`src/rtl/bit_population_counter_pipe.sv`:
```
// bit_population_counter_pipe
// Streaming population counter. Stage 0 counts ones (or zeros) per LANE_W-bit
// lane. A registered binary adder tree then reduces the lane counts over
// $clog2(NUM_LANES) further stages. A saturating accumulator sums every
// delivered count.
//
// Handshake: a word is accepted on a rising clk_i edge where data_val_i and
// data_ready_o are both high. A result is transferred on an edge where
// data_val_o and data_ready_i are both high. data_o and data_val_o hold while
// data_val_o && !data_ready_i. data_ready_o combinationally depends on
// data_ready_i; there is no skid buffer.
module bit_population_counter_pipe #(
  parameter int WIDTH  = 32,
  parameter int LANE_W = 8,
  parameter int ACC_W  = 16
) (
  input  logic                         clk_i,
  input  logic                         arst_n_i,
  input  logic [WIDTH-1:0]             data_i,
  input  logic                         mode_i,
  input  logic                         data_val_i,
  output logic                         data_ready_o,
  output logic [$clog2(WIDTH+1)-1:0]   data_o,
  output logic                         data_val_o,
  input  logic                         data_ready_i,
  input  logic                         acc_clr_i,
  output logic [ACC_W-1:0]             acc_o
);

  localparam int CNT_W      = $clog2(WIDTH + 1);
  localparam int NUM_LANES  = (WIDTH + LANE_W - 1) / LANE_W;
  localparam int LVLS       = $clog2(NUM_LANES);
  localparam int LAT        = 1 + LVLS;
  localparam int NUM_P2     = 1 << LVLS;
  localparam int LANE_CNT_W = $clog2(LANE_W + 1);
  // Every tree level uses the widest level's width. Level l only ever holds
  // values that fit LANE_CNT_W + l bits, so the extra upper bits stay zero.
  localparam int TREE_W     = LANE_CNT_W + LVLS;
  // The word is padded out to the power-of-two lane count. Lanes beyond
  // NUM_LANES are therefore all-zero and the tree needs no special case.
  localparam int EXT_W      = NUM_P2 * LANE_W;
  localparam int SUM_W      = ACC_W + 1;

  // Pipeline valid bits and flow control
  logic [LAT-1:0]    vld_q, vld_d;
  logic [LAT-1:0]    adv_c;
  logic [LAT-1:0]    load_c;

  // Level 0 holds the lane counts; level l holds NUM_P2>>l partial sums
  logic [TREE_W-1:0] lvl_q [LAT][NUM_P2];
  logic [TREE_W-1:0] lvl_d [LAT][NUM_P2];
  logic [EXT_W-1:0]  word_ext;

  // Running total
  logic [ACC_W-1:0]  acc_q, acc_d;
  logic [SUM_W-1:0]  acc_sum;
  logic              xfer;

  // Backpressure chain: a stage advances when every later stage can move or has a hole
  always_comb begin : flow_ctrl
    logic adv;
    adv    = data_ready_i;
    adv_c  = '0;
    load_c = '0;
    for (int k = LAT - 1; k >= 0; k--) begin
      adv_c[k]  = adv;
      load_c[k] = !vld_q[k] || adv;
      adv       = !vld_q[k] || adv;
    end
  end

  // Valid bits shift forward into every stage that loads; bubbles collapse
  always_comb begin
    vld_d = vld_q;
    if (load_c[0]) begin
      vld_d[0] = data_val_i;
    end
    for (int k = 1; k < LAT; k++) begin
      if (load_c[k]) begin
        vld_d[k] = vld_q[k-1];
      end
    end
  end

  // Stage 0 lane counts and the adder-tree levels
  always_comb begin : datapath
    logic [TREE_W-1:0] cnt;
    // The inversion happens before the padding, so the pad bits are zero in both modes
    word_ext = EXT_W'(data_i ^ {WIDTH{mode_i}});
    cnt      = '0;
    for (int l = 0; l < LAT; l++) begin
      for (int i = 0; i < NUM_P2; i++) begin
        lvl_d[l][i] = lvl_q[l][i];
      end
    end
    if (load_c[0]) begin
      for (int i = 0; i < NUM_P2; i++) begin
        cnt = '0;
        for (int j = 0; j < LANE_W; j++) begin
          cnt = cnt + TREE_W'(word_ext[i*LANE_W + j]);
        end
        lvl_d[0][i] = cnt;
      end
    end
    for (int l = 1; l < LAT; l++) begin
      if (load_c[l]) begin
        for (int i = 0; i < (NUM_P2 >> l); i++) begin
          lvl_d[l][i] = lvl_q[l-1][2*i] + lvl_q[l-1][2*i+1];
        end
      end
    end
  end

  // Saturating accumulate; a clear on a transfer cycle keeps only the current count
  always_comb begin
    acc_sum = {1'b0, acc_q} + SUM_W'(data_o);
    acc_d   = acc_q;
    if (xfer && acc_clr_i) begin
      acc_d = ACC_W'(data_o);
    end else if (xfer) begin
      acc_d = acc_sum[ACC_W] ? {ACC_W{1'b1}} : acc_sum[ACC_W-1:0];
    end else if (acc_clr_i) begin
      acc_d = '0;
    end
  end

  // State registers; reset empties the pipeline and discards in-flight words
  always_ff @(posedge clk_i or negedge arst_n_i) begin
    if (!arst_n_i) begin
      vld_q <= '0;
      acc_q <= '0;
      for (int l = 0; l < LAT; l++) begin
        for (int i = 0; i < NUM_P2; i++) begin
          lvl_q[l][i] <= '0;
        end
      end
    end else begin
      vld_q <= vld_d;
      acc_q <= acc_d;
      for (int l = 0; l < LAT; l++) begin
        for (int i = 0; i < NUM_P2; i++) begin
          lvl_q[l][i] <= lvl_d[l][i];
        end
      end
    end
  end

  // The final sum never exceeds WIDTH, so truncating to CNT_W loses nothing
  assign data_o       = lvl_q[LAT-1][0][CNT_W-1:0];
  assign data_val_o   = vld_q[LAT-1];
  assign data_ready_o = load_c[0];
  assign xfer         = data_val_o && data_ready_i;
  assign acc_o        = acc_q;

endmodule

```
`config.mk`:
```
export PLATFORM = sky130hd
export DESIGN_NAME = bit_population_counter_pipe
export DESIGN_NICKNAME = d
export VERILOG_FILES = /design/src/rtl/bit_population_counter_pipe.sv
export SDC_FILE = /design/constraint.sdc
export NUM_CORES = 1
export LEC_CHECK = 0
export BUFFER_PORTS_ARGS = -buffer_cell sky130_fd_sc_hd__buf_2
export CORE_MARGIN = 5
export CORE_UTILIZATION = 52
export CTS_CLUSTER_DIAMETER = 200
export DETAILED_ROUTE_END_ITERATION = 16
export PLACE_DENSITY_LB_ADDON = 0.2
export SYNTH_ARGS = -nofsm -noshare
export SYNTH_HDL_FRONTEND = slang
export SYNTH_SLANG_ARGS = --single-unit
```
`constraint.sdc`:
```
create_clock -name clk_i -period 6.06 [get_ports clk_i]
set_clock_uncertainty 0.2 [all_clocks]
set_input_delay 1.212 -clock clk_i [delete_from_list [all_inputs] [get_ports clk_i]]
set_output_delay 1.212 -clock clk_i [all_outputs]
set_load 0.03 [all_outputs]
```
After elaboration in Yosys (flattened, before gate mapping)
Index checks and enable logic that the tools add are counted.
{"block": "totals", "register_bits": 61, "in_bits": 38, "output_inout_bits": 24, "elab_cells": 57}
{"block": "classes", "addsub": 32, "n_mux": 4, "bitwise": 1, "n_reduce_logical": 9}
{"operator": "2-to-1 mux 16 bit", "n": 4}
{"operator": "adder 6 x 1 -> 6 bit", "n": 8}
{"operator": "bitwise XOR 32 bit", "n": 1}
{"operator": "adder 5 x 1 -> 6 bit", "n": 4}
{"operator": "adder 4 x 1 -> 5 bit", "n": 4}
{"operator": "adder 6 bit", "n": 3}
{"operator": "adder 16 x 6 -> 17 bit", "n": 1}
{"operator": "adder 3 x 1 -> 4 bit", "n": 4}
{"operator": "adder 2 x 1 -> 3 bit", "n": 4}
{"operator": "adder 1 x 1 -> 2 bit", "n": 4}
{"operator": "logical NOT 1 bit", "n": 3}
{"operator": "logical OR 1 bit", "n": 3}
{"operator": "nonzero test 3 bit", "n": 1}
{"operator": "logical AND 1 bit", "n": 2}

Logic depth before layout (Yosys ltp)
{"block": "depth", "depth_word": 8, "ltp_mapped": 14}

Worst setup path before layout
Ideal clock, no wire load.
{"block": "synth_timing", "path_kind": "in2reg", "from": "input port mode_i", "to": "register lvl_q[56] in the netlist's numbering", "setup_time_ns": 0.077, "arrival_ns": 4.303, "setup_slack_ns": 1.479, "path_stages": 14, "cell_sequence": "clkbuf_1 buf_2 xnor2_1 fa_1 inv_1 fa_1 inv_1 fa_1 inv_1 ha_1 inv_1 fa_1 xor2_1 a21oi_1"}
{"block": "synth_via", "elab_chain_cells": 8}
{"item": "from (decl)", "line_no": "20", "rtl": "input logic mode_i,"}
{"item": "bitwise XOR 32 bit (*)", "line_no": "89", "rtl": "word_ext = EXT_W'(data_i ^ {WIDTH{mode_i}});"}
{"item": "adder 1 x 1 -> 2 bit", "line_no": "100", "rtl": "cnt = cnt + TREE_W'(word_ext[i*LANE_W + j]);"}
{"item": "adder 2 x 1 -> 3 bit", "line_no": "100"}
{"item": "adder 3 x 1 -> 4 bit", "line_no": "100"}
{"item": "adder 4 x 1 -> 5 bit", "line_no": "100"}
{"item": "adder 5 x 1 -> 6 bit", "line_no": "100"}
{"item": "adder 6 x 1 -> 6 bit", "line_no": "100"}
{"item": "adder 6 x 1 -> 6 bit (*)", "line_no": "100"}
{"item": "to (signal, indexed assignment)", "line_no": "142", "rtl": "lvl_q[l][i] <= lvl_d[l][i];"}
{"item": "to (decl)", "line_no": "50", "rtl": "logic [TREE_W-1:0] lvl_q [LAT][NUM_P2];"}
Mark *: on every way between the ends. The rest lies on a longest branch, timed or not.
A chain may end at the register's enable or synchronous reset.

Final worst setup path
{"block": "layout_timing", "from": "input port mode_i", "to": "register lvl_q[55] in the netlist's numbering"}
Same word-level chain as after synthesis.

==> results.cfg <==
[run_status]
status = finished, final reports clean

[logic_synthesis]
synth_async_sr_flop_share_pct = 100
synth-edff-count = 0
syn_area_per_cell_um2 = 9.93
ys_warn_count = 0
yosysSeqAreaShare_pct = 32.9
netlist_instances = 391
synth_cell_types = 49
synth_fp_nets = 480
ys_seq_elements = 51
syn-cell-area_um2 = 3880
synth_ff_type = dfrtp_1

[route]
first_iter_violations = 116
dr.pass1.iters = 4
wirelength_mm = 7.35
drc = 0
avgRoutedWirePerCell_um = 13.7
ant_nets = 0
via_per_inst = 5.28
route.vias.total = 2841

[worst_setup_path]
reg2reg_depth = 6
r2r_end = acc_o[12]
cp_data_required_time_ps = 6080
crit_type = in -> reg
crit_fanout = 32
crit-reg2reg-launch = data_o[0]
timing.reg2reg.setup_slack_ps = 3530
end_kind = flop
start_kind = input pin
cp.arrival_ps = 4640

[timing]
setup_slack_ps = 1440
slew-limit-headroom_pct = 47.2
finalSetupViolCount = 0
fin_tns_setup_ps = 0
hold_violations = 0
post-route-period-util_pct = 76.3
drv_slew = 0
rsz0062_at_grt = no
fmax_mhz = 216
tightestPinTransition_ps = 792
min_period_ps = 4620

[clocking]
clock_latency_ps = 300
path_clk_slew_ps = 90
cts_tree = done
post_cts_buffers = 0
numCtsBuffers = 5
htreeDepth = 2
hold_buffers = 0
root_buffer = clkbuf_8
cts_sinks = 51
post_cts_resized = 0
max-clock-path-buffers = 2

[power_and_ir_drop]
peakVddDrop_mv = 0.137
p_leak_uw = 0.00212
power.density_nw_per_um2 = 421

[cells_and_area]
nNetsFinal = 527
drive_above_1_share_pct = 19.8
multi_input_area_um2 = 2280
nFillCells = 656
regArea_um2 = 1280
antennaDiodeCount = 0
syn2layout_area_growth_pct = 10.5

[min_path]
hold_path_end = vld_q[1]
hold_class = reg -> reg
hold_start = vld_q[0]
hold_depth = 1

[floorplanning]
core_area_um2 = 7250
io_pins = 62
start_util_pct = 53.5
placementRows = 31
die_w_um = 96.4
die_h_um = 96.4
dieArea_um2 = 9290

[global_routing]
grt.total_usage_pct = 17.4
grt_use_met3_pct = 2.25
grt_pass1_wl_mm = 12.9
grt_busiest_layer = met2
use_met1_pct = 25.3
antenna_found_initial = 0
grt.overflow.total = 0
grt_max_degree = 52
first_global_vias = 2772
use_met2_pct = 27.8

[place]
gp_congestion = 0.791
port_buffers = 61
dp_hpwl_mm = 5.75
place_ws_ps = 1080

[job]
maxCapViolCount = 0
-- routing by layer --
metal | part of all wire (%) | vias up
met5 | 0 | -
met4 | 1.1 | 0
met3 | 4.8 | 6
met2 | 46 | 78
met1 | 48 | 1346
li1 | - | 1411
-- cell families after synthesis --
group                      synth area share [%]
AOI/OAI and AO/OA                          15.5
xor gates and xnor gates                   9.93
adders and majority gates                  20.3
buffers and inverters                      8.28
DFF                                        32.9
muxes                                      1.71
and+or+nand+nor                            11.4
-- cell usage after synthesis (2+ instances only) --
master	count	share of area (%)
a211oi_1	7	1.4
a21boi_2	2	0.58
a21o_1	8	1.5
a21oi_1	21	2.7
a221oi_1	2	0.45
a311oi_1	3	0.68
a31oi_1	6	0.97
a41oi_1	2	0.45
and2_1	3	0.48
and3_1	6	0.97
and4_1	3	0.68
buf_2	7	0.90
buf_4	7	1.4
buf_6	2	0.58
clkbuf_1	6	0.58
dfrtp_1	51	33
fa_1	20	10
ha_1	31	10
inv_1	45	4.4
mux2_2	5	1.5
nand2_1	22	2.1
nand2b_1	5	0.81
nand3_1	11	1.4
nor2_1	21	2.0
nor2b_1	5	0.81
o211ai_1	3	0.58
o21ai_0	19	2.4
o31ai_1	5	0.97
xnor2_1	19	4.3
xor2_1	25	5.6
-- how the worst max path moves through the flow --
| stage | startpoint | end | slack (ps) | cells after the start |
|---|---|---|---|---|
| after floorplan | mode_i | lvl_q[56] | 1480 | 14 |
| after global placement | mode_i | lvl_q[56] | 1190 | 13 |
| after detailed placement | mode_i | lvl_q[55] | 1080 | 12 |
| after CTS | mode_i | lvl_q[55] | 1400 | 12 |
| after global routing | mode_i | lvl_q[56] | 1210 | 13 |
| final | mode_i | lvl_q[55] | 1440 | 12 |
-- power by group --
part | total, µW | switching, µW | internal, µW
clock | 248 | 115 | 134
combinational | 1000 | 566 | 436
sequential | 558 | 96.3 | 462
total | 1810 | 777 | 1030
-- final cells by class --
type | instances | area share, %
Clock buffer | 6 | 1.92
Sequential cell | 51 | 29.7
Multi-Input combinational cell | 272 | 53.2
Inverter | 45 | 3.94
Clock inverter | 2 | 0.816
Tap cell | 99 | 2.89
Timing Repair Buffer | 63 | 7.46
-- stage by stage --
stage               total power [µW]  instances  cell area (µm²)  hold slack (ps)  utilization [%]
floorplan                       1360        391             3880              239                -
global placement                1540        530             4170              245             57.5
detailed placement              1580        530             4170              258             57.5
CTS                             1840        538             4290              280             59.2
global route                    2010        538             4290              292             59.2
finish                          1810        538             4290              277             59.2
-- flip-flops by register name (all words and copies together) (netlist names) --
name / flops
vld_q: 3
acc_o: 16
lvl_q: 26
data_o: 6
-- critical path: stages --
cell	delay (ps)
buf_2	610
xnor2_1	210
fa_1	570
inv_1	60
fa_1	530
inv_1	50
fa_1	520
inv_1	40
ha_1	200
inv_1	70
fa_1	400
a21oi_1	170
-- placed cells by master, fill, tap and decap left out, drive strengths merged, types with 2 or more instances in the layout --
master,netlist,layout
and3,7,7
fa,20,20
o211ai,4,4
xnor2,19,19
nand2b,5,5
mux2,5,5
a21o,8,8
nor2,21,21
and2,3,3
dfrtp,51,51
a41oi,2,2
nor2b,5,5
clkbuf,6,6
ha,31,31
buf,17,63
and4,3,3
inv,45,45
a21oi,22,22
o21ai,19,19
nand2,23,23
a311oi,4,4
nand3,11,11
o31ai,5,5
a211oi,8,8
a21boi,4,4
xor2,25,25
a31oi,6,6
a221oi,2,2
Note: power is estimated with default switching activity, not from simulation.
